File: config.mk
export PLATFORM = sky130hd
export DESIGN_NAME = core_sequencer
export DESIGN_NICKNAME = d
export VERILOG_FILES = /design/src/rtl/core_sequencer.sv
export SDC_FILE = /design/constraint.sdc
export NUM_CORES = 1
export LEC_CHECK = 0
export ABC_AREA = 1
export BUFFER_PORTS_ARGS = -buffer_cell sky130_fd_sc_hd__buf_2
export CAP_MARGIN = 40
export CORE_MARGIN = 1.5
export CORE_UTILIZATION = 45
export CTS_CLUSTER_DIAMETER = 50
export CTS_CLUSTER_SIZE = 40
export DETAILED_ROUTE_END_ITERATION = 12
export GPL_ROUTABILITY_DRIVEN = 0
export GPL_TIMING_DRIVEN = 0
export HOLD_SLACK_MARGIN = 0.15
export PLACE_DENSITY = 0.71
export SLEW_MARGIN = 20
export SYNTH_ARGS = -nofsm -noshare
export SYNTH_HDL_FRONTEND = slang
export SYNTH_SLANG_ARGS = --single-unit
File: constraint.sdc
create_clock -name clk -period 4.1 [get_ports clk]
set_clock_uncertainty 0.15 [all_clocks]
set_input_delay 0.205 -clock clk [delete_from_list [all_inputs] [get_ports clk]]
set_output_delay 0.205 -clock clk [all_outputs]
set_load 0.01 [all_outputs]
File: src/rtl/core_sequencer.sv
// rtl/core_sequencer.sv - multi-cycle instruction sequencer FSM (FETCH/DECODE/EXEC/WB).
// Optional single-step PAUSE state is enabled by defining SEQ_STEP_EN.
module core_sequencer #(
  parameter int CNT_W        = 16,
  parameter int IMEM_TIMEOUT = 15
) (
  input  logic             clk,
  input  logic             reset,
  input  logic             start,
  input  logic             stop,
  input  logic             clear,
  input  logic             step,
  input  logic             imem_ready,
  input  logic [31:0]      instr,
  output logic             imem_req,
  output logic             ir_load,
  output logic             rf_re,
  output logic             alu_go,
  output logic             rf_we,
  output logic             pc_en,
  output logic             done,
  output logic             err,
  output logic [2:0]       state,
  output logic [CNT_W-1:0] instr_count
);

  typedef enum logic [2:0] {
    S_IDLE   = 3'd0,
    S_FETCH  = 3'd1,
    S_DECODE = 3'd2,
    S_EXEC   = 3'd3,
    S_WB     = 3'd4,
    S_HALT   = 3'd5,
    S_ERR    = 3'd6,
    S_PAUSE  = 3'd7
  } state_t;

  localparam int WAIT_W = $clog2(IMEM_TIMEOUT + 1);
  localparam logic [WAIT_W-1:0] WAIT_LAST = WAIT_W'(IMEM_TIMEOUT - 1);

  state_t            state_q, state_d;
  logic [31:0]       instr_q, instr_d;
  logic [WAIT_W-1:0] wait_q, wait_d;
  logic [CNT_W-1:0]  cnt_q, cnt_d;
  logic              imem_req_q, rf_re_q, alu_go_q, rf_we_q, pc_en_q, done_q, err_q;
  logic              pause_en, step_go;
  logic              unused_bits;

`ifdef SEQ_STEP_EN
  assign pause_en    = 1'b1;
  assign step_go     = step;
  assign unused_bits = ^{instr_q[25:16], instr_q[10:0]};
`else
  assign pause_en    = 1'b0;
  assign step_go     = 1'b0;
  assign unused_bits = ^{instr_q[25:16], instr_q[10:0], step};
`endif

  always_comb begin
    state_d = state_q;
    instr_d = instr_q;
    wait_d  = wait_q;
    cnt_d   = cnt_q;
    case (state_q)
      S_IDLE:   if (start) state_d = S_FETCH;
      S_FETCH: begin
        // Ready in the last allowed cycle is checked first so it beats the timeout.
        if (imem_ready) begin
          instr_d = instr;
          state_d = S_DECODE;
        end else if (wait_q == WAIT_LAST) begin
          state_d = S_ERR;
        end else begin
          wait_d = wait_q + WAIT_W'(1);
        end
      end
      S_DECODE: begin
        if (instr_q[31:26] == 6'h00)      state_d = S_EXEC;
        else if (instr_q[31:26] == 6'h3F) state_d = S_HALT;
        else                              state_d = S_ERR;
      end
      S_EXEC:   state_d = S_WB;
      S_WB: begin
        if (cnt_q != {CNT_W{1'b1}}) cnt_d = cnt_q + CNT_W'(1);
        if (stop)          state_d = S_IDLE;
        else if (pause_en) state_d = S_PAUSE;
        else               state_d = S_FETCH;
      end
      S_HALT, S_ERR: begin
        if (clear) begin
          state_d = S_IDLE;
          cnt_d   = '0;
        end
      end
      S_PAUSE: begin
        if (stop)         state_d = S_IDLE;
        else if (step_go) state_d = S_FETCH;
      end
      default:  state_d = S_IDLE;
    endcase
    if (state_d == S_FETCH && state_q != S_FETCH) wait_d = '0;
  end

  // Strobes are registered from the next state so they are clean Moore outputs.
  always_ff @(posedge clk or negedge reset) begin
    if (!reset) begin
      state_q    <= S_IDLE;
      instr_q    <= '0;
      wait_q     <= '0;
      cnt_q      <= '0;
      imem_req_q <= 1'b0;
      rf_re_q    <= 1'b0;
      alu_go_q   <= 1'b0;
      rf_we_q    <= 1'b0;
      pc_en_q    <= 1'b0;
      done_q     <= 1'b0;
      err_q      <= 1'b0;
    end else begin
      state_q    <= state_d;
      instr_q    <= instr_d;
      wait_q     <= wait_d;
      cnt_q      <= cnt_d;
      imem_req_q <= (state_d == S_FETCH);
      rf_re_q    <= (state_d == S_DECODE);
      alu_go_q   <= (state_d == S_EXEC);
      rf_we_q    <= (state_d == S_WB) && (instr_d[15:11] != 5'd0);
      pc_en_q    <= (state_d == S_WB);
      done_q     <= (state_d == S_HALT);
      err_q      <= (state_d == S_ERR);
    end
  end

  assign imem_req    = imem_req_q;
  assign ir_load     = (state_q == S_FETCH) && imem_ready;
  assign rf_re       = rf_re_q;
  assign alu_go      = alu_go_q;
  assign rf_we       = rf_we_q;
  assign pc_en       = pc_en_q;
  assign done        = done_q;
  assign err         = err_q;
  assign state       = state_q;
  assign instr_count = cnt_q;

endmodule

# == Word level (Yosys, flattened, before mapping) ==
# Cells that the tools add are included.
# totals
register_bits,62
in_bits,39
output_inout_bits,27
wordCells,65
# classes
n_addsub,2
eq_ne,21
n_mux,18
n_reduce_logical,12
# ops
cell,count
two-way mux 16 bit,4
case mux 16 bit (2 select lines),1
== test 3 bit (second input constant),7
case mux 3 bit (7 select lines),1
two-way mux 3 bit,6
adder 16 x 1 -> 16 bit (second input constant),1
two-way mux 4 bit,4
!= test 16 bit (second input constant),1
== test 3 x 2 -> 1 bit (second input constant),4
== test 3 x 1 -> 1 bit (second input constant),2
== test 6 bit (second input constant),1
logical NOT 6 bit,1
AND reduction 3 bit,2
nonzero test 5 bit,1
adder 4 x 1 -> 4 bit (second input constant),1
== test 4 bit (second input constant),1
!= test 2 x 1 -> 1 bit (second input constant),2
!= test 2 bit (second input constant),2
nonzero test 2 bit,2
logical AND 1 bit,3
logical NOT 3 bit,1
!= test 3 x 1 -> 1 bit (second input constant),1
two-way mux 2 bit,1
AND reduction 2 bit,1
other kinds (2),2

# == Logic depth before layout (Yosys ltp) ==
# logic_depth
ltp_word,8
ltp_mapped,11
mapped_depth_nobuf,11

# == Worst setup path before layout ==
# OpenSTA, ideal clock, no wires.
# synth_timing
path_type,reg2reg
from,register cnt_q[0] (netlist: instr_count[0])
to,register cnt_q[1] (netlist: instr_count[1])
setup_ns,0.126
arrival_ns,1.568
required_time_ns,3.824
setup_slack_ns,2.256
path_stages_with_launch,10
path_buffers,1
synth_period_minus_slack_ns,1.844
path_cell_list,dfrtp_1 ha_1 nand3_2 nor2_4 nand2_4 nor2_4 nand4_2 nand2_2 buf_6 o21ai_0
# synth_between
elab_chain_cells,3
word_cells_on_any_way,6
classes_between,add/sub (1); eq/ne (2); mux (2); reduce/logical (1)
# synth_lines
item,line,rtl
"start, declared",44,"logic [CNT_W-1:0] cnt_q, cnt_d;"
"start signal, assigned",122,cnt_q <= cnt_d;
adder 16 x 1 -> 16 bit or != test 16 bit (tied branches),84,if (cnt_q != {CNT_W{1'b1}}) cnt_d = cnt_q + CNT_W'(1);
two-way mux 16 bit or != test 2 bit (tied branches),-,
case mux 16 bit (2 select lines) or AND reduction 3 bit (tied branches),-,
# Parallel ways exist; a longest one is shown, timed or not. The select of a mux whose other input is x is not followed.
# A chain may end at the register's enable or synchronous reset.

# == Final worst setup path ==
# layout_timing
from,register cnt_q[0] (netlist: instr_count[0])
to,register cnt_q[7] (netlist: instr_count[7])
# The elaborated chain is that of the path after synthesis.

==> flow_summary.json <==
{
  "portBuffers": 43,
  "synth_top_area_share_pct": 45.86,
  "grt_pass1_vias": 1879,
  "syn_to_final_growth_pct": 23.38,
  "path_clk_slew_ns": 0.08,
  "synth_xor_area_share_pct": 3.915,
  "first_pass_iters": 4,
  "num_antenna_cells": 0,
  "power_frac_comb_pct": 39.5,
  "period_minus_slack_ns": 2.098,
  "cellPowerDensity_nw_per_um2": 505.9,
  "synth_area_leaders": "dfrtp_1 46%, nand2_1 18%, nor2_1 6.4%",
  "grt_pass1_wl_mm": 8.162,
  "h-tree-depth": 2,
  "drt_iter0_drc": 107,
  "drc": 0,
  "r2r_end": "instr_count[7]$_DFFE_PN0P_",
  "num_rows": 25,
  "grt.overflow.total": 0,
  "synth_area_leader_cell": "dfrtp_1",
  "design.portCount": 66,
  "dpl_cell_area_um2": 2556,
  "num_vias": 2031,
  "synthAdderAreaFrac_pct": 1.678,
  "cp_top_family": "simple AND/OR/NAND/NOR gates",
  "ys_ff_latch": 41,
  "wl_mm": 4.850,
  "pwr-share-clk_pct": 17.6,
  "clock_latency_ns": 0.29,
  "max_freq_ghz": 0.4767,
  "numCtsBuffers": 5,
  "clockBufferDepth": 2,
  "place_ws_ns": 2.018,
  "hold_path.startpoint": "start",
  "yosys_warnings": 0,
  "syn_inst": 294,
  "synth_flop_cell": "dfrtp_1",
  "hold_end": "state[0]$_DFF_PN0_",
  "wl_per_cell_um": 11.44,
  "path_max_fanout": 10,
  "initial_core_util_pct": 47.05,
  "crit_chain": "ha_1 -> nand3_2 -> nor2_4 -> nand2_4 -> nor2_4 -> nand4_2 -> nand2_2 -> inv_1 -> nand2_1 -> nand2_1",
  "post-route-period-util_pct": 51.17,
  "tritoncts": "done",
  "syn_area_um2": 2237,
  "intPower_uw": 831.6,
  "ant_nets": 0,
  "worstHoldPathCells": 3,
  "power.share.sequential_pct": 42.9,
  "cts_sinks": 41,
  "drive_above_1_share_pct": 21.57,
  "final_area_um2": 2760,
  "final_nets": 400,
  "crit_type": "reg -> reg",
  "async_reset_ff_share_pct": 100.0,
  "outcome": "finished clean",
  "p_switching_uw": 564.9,
  "reg2reg_from": "instr_count[0]$_DFFE_PN0P_",
  "yosys.area_share.simple_pct": 36.47,
  "worst_r2r_path_depth": 10,
  "die_x_um": 73.51,
  "layout_setup_ws_ns": 2.002,
  "coreArea_um2": 4755,
  "synth.distinct_cells": 30,
  "yosysSeqAreaShare_pct": 45.86,
  "synth.area.mux_share_pct": 0,
  "via_per_inst": 4.790,
  "grtUsageTotal_pct": 19.47,
  "rsz0062_at_grt": "false",
  "grt_max_degree": 26,
  "synth-edff-count": 0,
  "ctsRootBufferMaster": "clkbuf_8",
  "hpwl_mm": 3.570,
  "avgSynthCellArea_um2": 7.609,
  "irDropWorstVdd_mv": 0.2529,
  "finalHoldViolCount": 0,
  "worstMarginPinSlew_ns": 0.4081,
  "fin_util_pct": 58.05,
  "path_buf_inv": 1,
  "critPathMaxStageDelay_ns": 0.49,
  "dieArea_um2": 5404,
  "crit_required_ns": 4.13,
  "switching_share_pct": 40.45,
  "crit_slowest_cell": "dfrtp_1",
  "synth_nets": 336,
  "cap_violations": 0,
  "max-slew-margin-rel_pct": 72.80,
  "antenna_found_initial": 0,
  "arrival_ns": 2.13,
  "hold_class": "in -> reg",
  "drv_slew": 0,
  "setup_violations": 0,
  "synth-compound-area-share_pct": 5.761,
  "cp-start-kind": "register",
  "finalSetupTns_ns": 0,
  "r2r_slack_ns": 2.00,
  "die_height_um": 73.51,
  "synth_top_family_by_area": "simple AND/OR/NAND/NOR gates",
  "cp-end-kind": "register",
  "p_leak_nw": 1.515
}
-- cell usage in the layout (no fill, tap or decap), types with 2 or more instances in the layout --
cell           netlist  routed
xnor2_1              3       3
nor2_2               2       2
dlygate4sd3_1        0      13
nor2_1              38      38
clkbuf_8             0       5
or2_2                4       4
buf_2                2      45
dfrtp_1             41      41
nand2_1            110     110
ha_1                 3       3
xor2_1               7       7
nor2_4               2       2
nand4_1              7       7
nor3_1               4       4
a31o_2               3       3
o21ai_2              5       5
nand3_1             18      18
inv_1               24      24
o21ai_0              8       8
-- worst min-delay path, cell delays in order --
cell and delay (ns):
buf_2 0.08, nand4_1 0.09, nand3_1 0.18
-- synth_stat cells (all sizes together) (2+ instances only) --
master  number
o21ai       14
nor3         4
inv         25
buf          5
dfrtp       41
xor2         7
xnor2        3
nand2      112
ha           3
nor2        42
or2          4
a31o         3
nand3       19
a21oi        2
nand4        8
-- per-stage QoR --
| step | hold slack [ns] | cells | power, mW |
|---|---|---|---|
| floorplan | -0.2406 | 294 | 0.9763 |
| global placement | 0.2322 | 404 | 1.125 |
| detailed placement | 0.01074 | 405 | 1.149 |
| CTS | 0.1687 | 424 | 1.415 |
| global route | 0.2254 | 424 | 1.517 |
| finish | 0.1789 | 424 | 1.396 |
-- power groups by stage --
stage	logic, mW	clock network (mW)	registers (mW)
2_1_floorplan	0.362	0	0.614
4_1_cts	0.559	0.255	0.601
6_report	0.551	0.246	0.599
5_1_grt	0.630	0.271	0.616
3_3_place_gp	0.523	0	0.602
3_5_place_dp	0.541	0	0.609
-- cell type report --
class / instances / area, um2
multi-input cells: 222 / 1070
clock inverters: 1 / 5.005
plain buffers: 5 / 43.79
clock buffers: 5 / 68.82
inverters: 26 / 97.59
repair buffers: 57 / 365.4
well taps: 67 / 83.83
flip-flops and latches: 41 / 1026
fillers: 466 / 1994
-- cell families (layout without fill, tap and decap cells) --
logic type / Yosys count / count (layout)
AND/OR/NAND/NOR: 190 / 190
flip-flops: 41 / 41
buffers and inverters: 31 / 94
AO/OA/AOI/OAI: 19 / 19
XOR/XNOR: 10 / 10
adder cells (fa/ha/maj): 3 / 3
-- worst max-delay path by stage --
stage | from | to | slack, ns | depth (start not counted)
finish | instr_count[0]$_DFFE_PN0P_ | instr_count[7]$_DFFE_PN0P_ | 2.00 | 10
CTS | instr_count[0]$_DFFE_PN0P_ | instr_count[7]$_DFFE_PN0P_ | 2.00 | 10
global route | instr_count[0]$_DFFE_PN0P_ | instr_count[14]$_DFFE_PN0P_ | 1.82 | 10
detailed placement | instr_count[0]$_DFFE_PN0P_ | instr_count[2]$_DFFE_PN0P_ | 2.02 | 9
global placement | instr_count[0]$_DFFE_PN0P_ | instr_count[8]$_DFFE_PN0P_ | 2.07 | 10
floorplan | instr_count[0]$_DFFE_PN0P_ | instr_count[1]$_DFFE_PN0P_ | 2.26 | 9
-- flip-flops by register name, summed over array words and instances, names as in the netlist --
name and flops:
imem_req 1, pc_en 1, wait_q 4, instr_q 11, err 1, state 3, rf_we 1, done 1
alu_go 1, rf_re 1, instr_count 16
-- routing by layer --
metal	routed length (um)	global-route usage [%]	vias up
met5	0	0	-
met4	76	7.613	0
li1	-	-	1052
met3	211	4.801	9
met2	2391	33.03	52
met1	2170	23.67	918
-- what timing repair did --
item	4_1_cts	5_1_grt
endpoints found under the setup margin	0	0
endpoints found under the hold margin	53	0
resized for setup	0	0
hold buffers	13	0
setup buffers	0	0
No activity file was read; power rests on OpenSTA's default activity.
